--- src/rtl/csr_defs.sv ---
// Shared definitions for the machine-mode CSR unit: address map, op encodings,
// mstatus field positions and write masks.
package csr_defs;

  localparam logic [11:0] CSR_MSTATUS  = 12'h300;
  localparam logic [11:0] CSR_MTVEC    = 12'h305;
  localparam logic [11:0] CSR_MSCRATCH = 12'h340;
  localparam logic [11:0] CSR_MEPC     = 12'h341;
  localparam logic [11:0] CSR_MCAUSE   = 12'h342;
  localparam logic [11:0] CSR_MCYCLE   = 12'hB00;
  localparam logic [11:0] CSR_MCYCLEH  = 12'hB80;
  localparam logic [11:0] CSR_CYCLE    = 12'hC00;
  localparam logic [11:0] CSR_CYCLEH   = 12'hC80;
  localparam logic [11:0] CSR_MHARTID  = 12'hF14;

  typedef enum logic [1:0] {
    CSR_OP_NONE = 2'b00,
    CSR_OP_RW   = 2'b01,
    CSR_OP_RS   = 2'b10,
    CSR_OP_RC   = 2'b11
  } csr_op_e;

  localparam int MSTATUS_MIE    = 3;
  localparam int MSTATUS_MPIE   = 7;
  localparam int MSTATUS_MPP_LO = 11;
  localparam int MSTATUS_MPP_HI = 12;

  // Only MIE and MPIE are stored; MPP is a constant 2'b11 (M-mode only core).
  localparam logic [31:0] MSTATUS_WMASK    = 32'h0000_0088;
  localparam logic [31:0] MSTATUS_MPP_BITS = 32'h0000_1800;
  localparam logic [31:0] MTVEC_WMASK      = 32'hFFFF_FFFC;
  localparam logic [31:0] MEPC_WMASK       = 32'hFFFF_FFFE;

  function automatic logic csr_is_mapped(input logic [11:0] idx);
    logic hit;
    hit = 1'b0;
    case (idx)
      CSR_MSTATUS, CSR_MTVEC, CSR_MSCRATCH, CSR_MEPC, CSR_MCAUSE,
      CSR_MCYCLE, CSR_MCYCLEH, CSR_CYCLE, CSR_CYCLEH, CSR_MHARTID: hit = 1'b1;
      default: hit = 1'b0;
    endcase
    return hit;
  endfunction

  function automatic logic csr_is_read_only(input logic [11:0] idx);
    logic ro;
    ro = 1'b0;
    case (idx)
      CSR_CYCLE, CSR_CYCLEH, CSR_MHARTID: ro = 1'b1;
      default: ro = 1'b0;
    endcase
    return ro;
  endfunction

endpackage

--- src/rtl/csr_mcycle_counter.sv ---
// Free-running 64-bit cycle counter built from two halves, each independently loadable.
module csr_mcycle_counter #(
  parameter int HALF = 32
) (
  input  logic            clk,
  input  logic            reset,
  input  logic            ld_lo,
  input  logic            ld_hi,
  input  logic [HALF-1:0] ld_dat,
  output logic [HALF-1:0] lo,
  output logic [HALF-1:0] hi
);

  logic [HALF-1:0] lo_q, hi_q, lo_nxt, hi_nxt;
  logic            carry;

  // A loaded half takes the written value; the other half keeps counting, and
  // the high half still sees the carry generated by the old low value.
  always_comb begin
    carry  = &lo_q;
    lo_nxt = ld_lo ? ld_dat : lo_q + HALF'(1);
    hi_nxt = ld_hi ? ld_dat : hi_q + HALF'(carry);
  end

  always_ff @(posedge clk or posedge reset) begin
    if (reset) begin
      lo_q <= '0;
      hi_q <= '0;
    end else begin
      lo_q <= lo_nxt;
      hi_q <= hi_nxt;
    end
  end

  assign lo = lo_q;
  assign hi = hi_q;

endmodule

--- src/rtl/dfflr.sv ---
// Reset flop with load enable; the building block for every plain CSR register.
module dfflr #(
  parameter int             W         = 32,
  parameter logic [W-1:0]   RESET_VAL = '0
) (
  input  logic         clk,
  input  logic         reset,
  input  logic         ld,
  input  logic [W-1:0] d,
  output logic [W-1:0] q
);

  always_ff @(posedge clk or posedge reset) begin
    if (reset)   q <= RESET_VAL;
    else if (ld) q <= d;
  end

endmodule

--- src/rtl/csr_unit.sv ---
// Machine-mode CSR responder: CSR read/modify/write, trap entry, mret and mcycle.
module csr_unit
  import csr_defs::*;
#(
  parameter int              XLEN        = 32,
  parameter logic [XLEN-1:0] MTVEC_RESET = 32'h0000_0004,
  parameter int              HARTID      = 0
) (
  input  logic            clk,
  input  logic            reset,
  input  logic            csr_valid,
  input  logic [1:0]      csr_op,
  input  logic [11:0]     csr_idx,
  input  logic [XLEN-1:0] csr_write_dat,
  input  logic            csr_src_is_zero,
  output logic [XLEN-1:0] csr_read_dat,
  output logic            csr_illegal,
  input  logic            trap_valid,
  input  logic [XLEN-1:0] trap_pc,
  input  logic [XLEN-1:0] trap_cause,
  input  logic            mret_valid,
  output logic            redirect_valid,
  output logic [XLEN-1:0] redirect_pc,
  output logic [XLEN-1:0] mepc_out,
  output logic            mie_out
);

  localparam logic [XLEN-1:0] MSTATUS_MASK = XLEN'(MSTATUS_WMASK);
  localparam logic [XLEN-1:0] MPP_BITS     = XLEN'(MSTATUS_MPP_BITS);
  localparam logic [XLEN-1:0] MTVEC_MASK   = XLEN'(MTVEC_WMASK);
  localparam logic [XLEN-1:0] MEPC_MASK    = XLEN'(MEPC_WMASK);

  csr_op_e op;
  logic    mapped, read_only, src_writes, illegal, csr_we, mret_take;
  logic    we_mstatus, we_mtvec, we_mscratch, we_mepc, we_mcause, we_mcycle, we_mcycleh;

  logic [XLEN-1:0] old_val, new_val;
  logic [XLEN-1:0] mstatus_q, mtvec_q, mscratch_q, mepc_q, mcause_q;
  logic [XLEN-1:0] mstatus_d, mepc_d, mcause_d;
  logic            mstatus_ld, mepc_ld, mcause_ld;
  logic [XLEN-1:0] mcycle_lo, mcycle_hi;

  assign op = csr_op_e'(csr_op);

  // Read mux reflects the register state before any update this cycle.
  always_comb begin
    old_val = '0;
    case (csr_idx)
      CSR_MSTATUS:            old_val = mstatus_q | MPP_BITS;
      CSR_MTVEC:              old_val = mtvec_q;
      CSR_MSCRATCH:           old_val = mscratch_q;
      CSR_MEPC:               old_val = mepc_q;
      CSR_MCAUSE:             old_val = mcause_q;
      CSR_MCYCLE, CSR_CYCLE:  old_val = mcycle_lo;
      CSR_MCYCLEH, CSR_CYCLEH: old_val = mcycle_hi;
      CSR_MHARTID:            old_val = XLEN'(HARTID);
      default:                old_val = '0;
    endcase
  end

  // RS/RC with a zero source are pure reads and may target read-only CSRs.
  always_comb begin
    mapped     = csr_is_mapped(csr_idx);
    read_only  = csr_is_read_only(csr_idx);
    src_writes = (op != CSR_OP_NONE) && !((op != CSR_OP_RW) && csr_src_is_zero);
    illegal    = csr_valid && (!mapped || (read_only && src_writes));
    csr_we     = csr_valid && src_writes && !illegal && !trap_valid;
    mret_take  = mret_valid && !trap_valid;
  end

  always_comb begin
    new_val = old_val;
    case (op)
      CSR_OP_RW: new_val = csr_write_dat;
      CSR_OP_RS: new_val = old_val | csr_write_dat;
      CSR_OP_RC: new_val = old_val & ~csr_write_dat;
      default:   new_val = old_val;
    endcase
  end

  always_comb begin
    we_mstatus  = csr_we && (csr_idx == CSR_MSTATUS);
    we_mtvec    = csr_we && (csr_idx == CSR_MTVEC);
    we_mscratch = csr_we && (csr_idx == CSR_MSCRATCH);
    we_mepc     = csr_we && (csr_idx == CSR_MEPC);
    we_mcause   = csr_we && (csr_idx == CSR_MCAUSE);
    we_mcycle   = csr_we && (csr_idx == CSR_MCYCLE);
    we_mcycleh  = csr_we && (csr_idx == CSR_MCYCLEH);
  end

  // Priority: trap, then an explicit CSR write, then mret stacking.
  always_comb begin
    mstatus_d  = mstatus_q;
    mstatus_ld = 1'b0;
    if (trap_valid) begin
      mstatus_d[MSTATUS_MPIE] = mstatus_q[MSTATUS_MIE];
      mstatus_d[MSTATUS_MIE]  = 1'b0;
      mstatus_ld              = 1'b1;
    end else if (we_mstatus) begin
      mstatus_d  = new_val & MSTATUS_MASK;
      mstatus_ld = 1'b1;
    end else if (mret_take) begin
      mstatus_d[MSTATUS_MIE]  = mstatus_q[MSTATUS_MPIE];
      mstatus_d[MSTATUS_MPIE] = 1'b1;
      mstatus_ld              = 1'b1;
    end
  end

  always_comb begin
    mepc_d    = (trap_valid ? trap_pc : new_val) & MEPC_MASK;
    mepc_ld   = trap_valid || we_mepc;
    mcause_d  = trap_valid ? trap_cause : new_val;
    mcause_ld = trap_valid || we_mcause;
  end

  dfflr #(.W(XLEN), .RESET_VAL('0)) mstatus_dfflr (
    .clk(clk), .reset(reset), .ld(mstatus_ld), .d(mstatus_d), .q(mstatus_q)
  );

  dfflr #(.W(XLEN), .RESET_VAL(MTVEC_RESET)) mtvec_dfflr (
    .clk(clk), .reset(reset), .ld(we_mtvec), .d(new_val & MTVEC_MASK), .q(mtvec_q)
  );

  dfflr #(.W(XLEN), .RESET_VAL('0)) mscratch_dfflr (
    .clk(clk), .reset(reset), .ld(we_mscratch), .d(new_val), .q(mscratch_q)
  );

  dfflr #(.W(XLEN), .RESET_VAL('0)) epc_dfflr (
    .clk(clk), .reset(reset), .ld(mepc_ld), .d(mepc_d), .q(mepc_q)
  );

  dfflr #(.W(XLEN), .RESET_VAL('0)) mcause_dfflr (
    .clk(clk), .reset(reset), .ld(mcause_ld), .d(mcause_d), .q(mcause_q)
  );

  csr_mcycle_counter #(.HALF(XLEN)) mcycle_counter (
    .clk    (clk),
    .reset  (reset),
    .ld_lo  (we_mcycle),
    .ld_hi  (we_mcycleh),
    .ld_dat (new_val),
    .lo     (mcycle_lo),
    .hi     (mcycle_hi)
  );

  // Redirect is gated by reset so it drops the instant reset asserts.
  always_comb begin
    csr_read_dat   = old_val;
    csr_illegal    = illegal;
    redirect_valid = !reset && (trap_valid || mret_valid);
    redirect_pc    = trap_valid ? {mtvec_q[XLEN-1:2], 2'b00} : mepc_q;
    mepc_out       = mepc_q;
    mie_out        = mstatus_q[MSTATUS_MIE];
  end

endmodule

--- config.mk ---
export PLATFORM = sky130hd
export DESIGN_NAME = csr_unit
export DESIGN_NICKNAME = d
export VERILOG_FILES = /design/src/rtl/csr_defs.sv /design/src/rtl/csr_mcycle_counter.sv /design/src/rtl/dfflr.sv /design/src/rtl/csr_unit.sv
export SDC_FILE = /design/constraint.sdc
export NUM_CORES = 1
export LEC_CHECK = 0
export BUFFER_PORTS_ARGS = -buffer_cell sky130_fd_sc_hd__buf_2
export CAP_MARGIN = 20
export CORE_MARGIN = 8
export CORE_UTILIZATION = 61
export CTS_CLUSTER_DIAMETER = 80
export CTS_CLUSTER_SIZE = 10
export DETAILED_ROUTE_END_ITERATION = 10
export GPL_TIMING_DRIVEN = 0
export PLACE_DENSITY = 0.88
export SLEW_MARGIN = 0
export SYNTH_ARGS = -nofsm -noshare
export SYNTH_HDL_FRONTEND = slang
export SYNTH_SLANG_ARGS = --single-unit
--- constraint.sdc ---
create_clock -name clk -period 9.2 [get_ports clk]
set_input_delay 0 -clock clk [delete_from_list [all_inputs] [get_ports clk]]
set_output_delay 0 -clock clk [all_outputs]
set_load 0.005 [all_outputs]
==> summary.md, run 1 <==
| Metric | Value |
|---|---|
| Async set-reset flop share out of synthesis | `100%` |
| Die Y | `around 150 um` |
| Worst VDD drop | `0.142 mV` |
| Most used DFF post-synth | `dfrtp_1` |
| Vias per cell | `7.04` |
| Setup Buffers After CTS | `0` |
| Drt pass-1 iters | `7` |
| Initial DRC Count | `2298` |
| Wire length on met1 | `about 17000 um` |
| CTS tree | `built` |
| Clock Path Buffers | `2` |
| Synth unique cells | `68` |
| Highest Signal Layer | `met5` |
| Commonest non-fill, non-tap cell in the layout | `buf_2` |
| Slew HR | `9.88%` |
| CTS H-Tree Depth | `4` |
| Die Width | `154 um` |
| Post-synth EDFFs | `0` |
| P&R area growth vs syn | `22.7%` |
| Combinational power share | `16.5%` |
| Fmax | `240 MHz` |
| Avg WL per Cell | `27.3 um` |
| Share of layout cells above drive strength 1 | `20.3%` |
| Slew Viols, Final | `0` |
| Global route total overflow | `0` |
| Clock Skews | `roughly 0.011 ns` |
| Outcome | `finished, final reports clean` |
| Routed length on met3 | `8510 um` |
| Pin count of the biggest net entering global routing | `117` |
| Final setup violation count | `0` |
| Die ar. | `roughly 24000 um^2` |
| Period Utilization, post-route | `roughly 45%` |
| Vias in the first global route | `between 10000 and 15000` |
| Power share of the sequential group | `45.4%` |
| Gpl congestion | `1.06` |
| Fill cells | `1313` |
| Via count | `between 10000 and 15000` |
| Net Sw Frac | `30.2%` |
| Crit end category | `flip-flop` |
| CTS sink cnt | `191` |
| IO Pins | `215` |
| Post-route DRC violation count | `0` |
| RSZ-0062 raised after global routing | `no` |
| Initial Utilization | `a little over 60%` |
| Worst EP required | `9.47 ns` |
| Setup TNS | `0 ns` |
| Port Buffers | `206` |
| Metal2 WL | `21500 um` |
| First-pass GRT wire length | `75600 um` |
| Crit path cell chain | `ha_1 > and2_1 > nand4_1 > nor4_1 > ha_1 > nand2_1 > nor4_2 > nand4_1 > nor2_1 > xnor2_1 > mux2i_1` |
| FP Rows | `50` |
| Final hold violations | `0` |
| Largest stage delay, worst path | `0.76 ns` |
| Yosys warns | `0` |
| Syn_area_per_cell | `8.86 um^2` |
| Sw Pwr | `~600 uW` |
| Worst-Skew Late Latency | `0.45 ns` |
| Final Critical Period | `roughly 4.2 ns` |
| Initial antenna violation count | `6` |
| Total Wirelength | `50800 um` |
| Worst Setup Path Type | `reg -> reg` |
| Remaining antenna violation count | `0` |
| Worst slew pin tran | `1.34 ns` |
| Crit-path max FO | `9` |
| Slowest-stage cell, CP | `nor4_2` |
| Power per cell area | `141 nW/um^2` |
| Synthesis-stage register bit count | `approximately 190` |
| Commonest cells after routing, fill and taps aside | `223 x buf_2, 190 x dfrtp_1, 172 x nand2_1` |
| Non-Filler Instances | `~1900` |
| Worst-path clk slew | `around 0.07 ns` |
| DP Wirelength | `34800 um` |
| Total CTS buffers | `17` |
| Mapped cell area | `approximately 12000 um^2` |
| Layout Nets | `~1700` |
| Worst hold path class | `in -> reg` |
| LEAKAGE | `0.00660 uW` |
| Internal | `around 1400 uW` |
| Data arrival, critical path | `4.44 ns` |
| Reg-to-reg setup timing slack | `5.04 ns` |
| Startpoint types | `flip-flop` |
| Root buffer selected by CTS | `clkbuf_16` |
| Total track usage | `41.8%` |
| Clock share of power | `38.0%` |
| Placed cells | `~1800` |
| Cells after Synth | `1315` |
| Max-Cap Viols | `0` |
| Sequential share of the synthesized area | `41.0%` |
| Core area | `18700 um^2` |
power by group through the flow:
stage,Combinational (uW),Clock [uW],Sequential [uW]
floorplan,168,0,918
global placement,281,0,925
detailed placement,289,0,926
CTS,313,755,911
global route,350,789,917
finish,333,766,915
through the flow:
stage                     power (uW)  instance area (um^2)  hold WS, ns  utilization [%]  worst slack (ns)
final                           2010                 14300       0.0527             76.4              5.04
after global routing            2060                 14300       0.0559             76.4              4.77
after CTS                       1980                 14300       0.0213             76.3              4.68
after floorplan                 1090                 11700       0.0311                -              4.00
after detailed placement        1220                 13000        0.115             69.7              4.68
after global placement          1210                 13000        0.223             69.4              1.90
path summary, 6_finish.rpt:
path                                               to                  from  cells after the start
worst min-delay path               mcause_dfflr.q[15]     csr_write_dat[15]                      3
worst min register to register    mscratch_dfflr.q[9]   mscratch_dfflr.q[9]                      2
max in group asynchronous       mcycle_counter.lo[11]                 reset                      4
worst max-delay path            mcycle_counter.hi[31]  mcycle_counter.lo[0]                     11
worst max register to register  mcycle_counter.hi[31]  mcycle_counter.lo[0]                     11
min in group asynchronous          mstatus_dfflr.q[3]                 reset                      3
flip-flops by register name, indices dropped and copies added, names as in the netlist:
register           flops
epc_dfflr.q           31
mcause_dfflr.q        32
mcycle_counter.hi     32
mcycle_counter.lo     32
mscratch_dfflr.q      32
mstatus_dfflr.q        2
mtvec_dfflr.q         30
critical path: cells and delay by family, from the launching register on:
family | cells | cell delay [ns]
and+or+nand+nor | 7 | 2.69
adders and majority gates | 2 | 0.61
DFF | 1 | 0.45
xor gates and xnor gates | 1 | 0.14
muxes | 1 | 0.09
cell families (layout without fill, tap and decap cells):
group / Yosys count / after routing / synth area share [%]
AOI/OAI and AO/OA: 401 / 401 / 22.7
xor gates and xnor gates: 87 / 87 / 6.54
adders and majority gates: 3 / 3 / 0.322
buffers and inverters: 119 / 427 / 4.45
DFF: 191 / 191 / 41.0
muxes: 59 / 59 / 5.42
other: 1 / 6 / 0.0322
and+or+nand+nor: 454 / 454 / 19.5
layout make-up:
type                       count  area, um^2  share of cell area (%)
clock inverter                14         149                    1.04
antenna                        4        10.0                  0.0700
inverter                      18        75.1                   0.525
sequential                   191        4780                    33.5
buffer                       101         450                    3.15
timing repair buffer         276        1730                    12.1
tap                          234         293                    2.05
multi-input combinational   1006        6360                    44.5
clock buffer                  18         439                    3.07
per-layer routing:
metal	vias to the layer above	global-route usage (%)
met5	-	0
met3	373	17.4
met2	1351	61.5
met4	2	26.0
li1	5344	-
met1	6045	50.3
cell usage after synthesis (all sizes together), types with 6 or more instances:
library cell	n	share of area (%)
nor3b	17	1.1
a21oi	64	2.8
buf	33	1.7
nand3	49	2.3
a22oi	82	5.4
dfrtp	190	41
nor3	18	0.82
nor2	73	2.4
and2	9	0.48
a221oi	6	0.45
inv	18	0.58
and3	15	0.81
o21ai	141	6.1
a22o	32	2.4
a32o	15	1.4
xnor2	66	5.0
mux2	33	3.2
a21o	28	1.8
mux2i	26	2.2
xor2	21	1.6
a222oi	8	0.69
clkbuf	68	2.2
nand4	13	0.70
nor2b	50	2.7
nor4	13	0.96
nand2	173	5.6
timing repair:
item	CTS	global route
hold endpoints to repair	139	0
resized for setup	0	0
hold buffers	65	0
(Power assumes the default switching activity.)
==> inputs of run 2 (changes only) <==
- CORE_UTILIZATION: 61 -> 57
- PLACE_DENSITY: 0.88 -> 0.83
- clock period: 9.2 -> 3.95 ns (I/O delays scaled with it)
==> run 2 against run 1 <==
Against the previous run:
- non-clock buffer count rose by 6
- clock power rose to 2.6 times the previous value
- critical path type unchanged
- largest power group unchanged
- highest routed layer unchanged
- largest cell class unchanged
- first-iteration DRC count rose by 0.22%
- fmax rose by 13%
==> summary.md, run 2 (same netlist as run 1, synthesis figures left out) <==
| Metric | Value |
|---|---|
| Reg-to-reg setup timing slack | `0.25 ns` |
| Outcome | `finished, final reports clean` |
| Via count | `around 13000` |
| Commonest non-fill, non-tap cell in the layout | `buf_2` |
| Fill cells | `1561` |
| Max-Cap Viols | `0` |
| Data arrival, critical path | `4.01 ns` |
| Initial DRC Count | `2303` |
| LEAKAGE | `roughly 0.0067 uW` |
| Die Width | `159 um` |
| P&R area growth vs syn | `24.4%` |
| Worst EP required | `4.26 ns` |
| Global route total overflow | `0` |
| Commonest cells after routing, fill and taps aside | `223 x buf_2, 190 x dfrtp_1, 172 x nand2_1` |
| Crit path cell chain | `ha_1 > and2_1 > nand4_1 > buf_4 > nor4_2 > ha_1 > ha_1 > nand2_1 > nor3_1 > buf_2 > nand4_1 > nor2_1 > xnor2_1 > mux2i_1` |
| Worst slew pin tran | `~1.5 ns` |
| Slew HR | `0.826%` |
| IO Pins | `215` |
| Gpl congestion | `1.03` |
| Net Sw Frac | `27.5%` |
| CTS sink cnt | `approximately 190` |
| Final setup violation count | `0` |
| Total track usage | `38.7%` |
| ANT cells | `0` |
| Avg WL per Cell | `26.4 um` |
| Startpoint types | `flip-flop` |
| Placed cell area | `13200 um^2` |
| Slowest-stage cell, CP | `dfrtp_1` |
| Worst hold path class | `in -> reg` |
| Worst Setup Path Type | `reg -> reg` |
| Drt pass-1 iters | `9` |
| Remaining antenna violation count | `0` |
| Initial antenna violation count | `1` |
| CTS H-Tree Depth | `4` |
| Largest stage delay, worst path | `between 0.4 and 0.5 ns` |
| Clock share of power | `40.4%` |
| Initial Utilization | `~58%` |
| Placed cells | `1801` |
| Vias in the first global route | `roughly 13000` |
| Total Wirelength | `50200 um` |
| Vias per cell | `6.82` |
| Core area | `20200 um^2` |
| Final hold violations | `0` |
| Fin area | `around 14000 um^2` |
| Top cell by count, worst path | `ha_1` |
| Setup crit end | `mcycle_counter.hi[26]` |
| First-pass GRT wire length | `76000 um` |
| Internal | `3530 uW` |
| Port Buffers | `206` |
| Period Utilization, post-route | `93.6%` |
| Worst-Skew Late Latency | `0.44 ns` |
| Clock Path Buffers | `2` |
| DP Wirelength | `35900 um` |
| Final Critical Period | `3.70 ns` |
| Power share of the sequential group | `43.7%` |
| Crit end category | `flip-flop` |
| Pin count of the biggest net entering global routing | `between 40 and 50` |
| Critical path launch point | `mcycle_counter.lo[0]` |
| Combinational power share | `15.9%` |
| Power per cell area | `336 nW/um^2` |
| Worst VDD drop | `between 0.2 and 0.3 mV` |
| Non-Filler Instances | `1900` |
| Layout Nets | `about 1700` |
| Share of layout cells above drive strength 1 | `20.7%` |
| Post-route DRC violation count | `0` |
| Worst r2r path cells | `14` |
| Root buffer selected by CTS | `clkbuf_16` |
| Crit-path max FO | `6` |
| Sw Pwr | `1340 uW` |
| FP Rows | `52` |
| Setup TNS | `0 ns` |
| Total CTS buffers | `17` |
| Fmax | `271 MHz` |
| Critical R2R Launch | `mcycle_counter.lo[0]` |
| Worst-path clk slew | `0.07 ns` |
| FF-to-FF End | `mcycle_counter.hi[26]` |
| Clock Skews | `~0.009 ns` |
| Slew Viols, Final | `0` |
| Die Y | `159 um` |
| CTS tree | `built` |
| Die ar. | `25300 um^2` |
==> run 2: changes by cell type in the layout (fill, tap and decap cells not counted), sizes merged <==
cell / delta
diode: -4
buf: +8
inv: -7
clkinvlp: +1
clkbuf: +1
dlygate4sd3: -1
bufinv: +4
==> run 2: worst max-delay path, delay by kind of cell (launching register included) <==
kind / cells / cell delay, ns
adders and majority gates: 3 / 0.80
and+or+nand+nor: 7 / 1.61
buffers and inverters: 2 / 0.48
DFF: 1 / 0.45
xor gates and xnor gates: 1 / 0.13
muxes: 1 / 0.09
==> run 2: timing repair <==
action                                 CTS  global route
endpoints found under the hold margin   88             0
pin swaps                                0             1
cloned                                   0             0
hold buffers                            64             0
resized for setup                        1             0
setup endpoints to repair                3             7
buffers inserted                         0             3
==> run 2: cell type report <==
| cell class | count | area [um^2] | share of cell area [%] |
|---|---|---|---|
| plain buffers | 101 | 450 | 3.11 |
| repair buffers | 282 | 1820 | 12.6 |
| clock inverters | 12 | 205 | 1.42 |
| multi-input cells | 1006 | 6370 | 43.9 |
| inverters | 18 | 71.3 | 0.492 |
| well taps | 270 | 338 | 2.33 |
| clock buffers | 20 | 457 | 3.15 |
| flip-flops and latches | 191 | 4780 | 33.0 |
==> run 2: through the flow <==
stage / worst slack [ns] / total power, uW / hold slack [ns] / util (%)
after global routing: -0.00585 / 5000 / 0.0457 / 71.8
after global placement: -0.783 / 2810 / 0.218 / 64.6
after floorplan: 0.835 / 2530 / 0.0311 / -
after CTS: 0.0103 / 4830 / 0.0205 / 71.7
final: 0.253 / 4870 / 0.0355 / 71.8
after detailed placement: -0.0632 / 2850 / 0.125 / 65.2
==> run 2: metal layers <==
layer / track usage (%) / part of all wire (%)
met1: 48.7 / 35
met2: 58.4 / 43
met3: 11.4 / 15
met5: 0 / 0.026
met4: 22.8 / 7.0
==> run 2: how the worst min path moves through the flow <==
stage	from	endpoint	slack (ns)	depth (start not counted)
6_report	csr_write_dat[15]	mcause_dfflr.q[15]	0.04	3
5_1_grt	csr_write_dat[1]	epc_dfflr.q[1]	0.05	3
4_1_cts	csr_write_dat[15]	mcause_dfflr.q[15]	0.02	3
3_5_place_dp	reset	epc_dfflr.q[14]	0.13	2
3_3_place_gp	trap_pc[11]	epc_dfflr.q[11]	0.22	3
2_1_floorplan	reset	redirect_valid	0.03	1
==> run 2: power by group through the flow <==
stage               sequential (uW)  clock (uW)  combinational (uW)
floorplan                      2140           0                 391
global placement               2160           0                 657
detailed placement             2160           0                 688
CTS                            2120        1960                 740
global route                   2140        2050                 812
finish                         2130        1970                 775
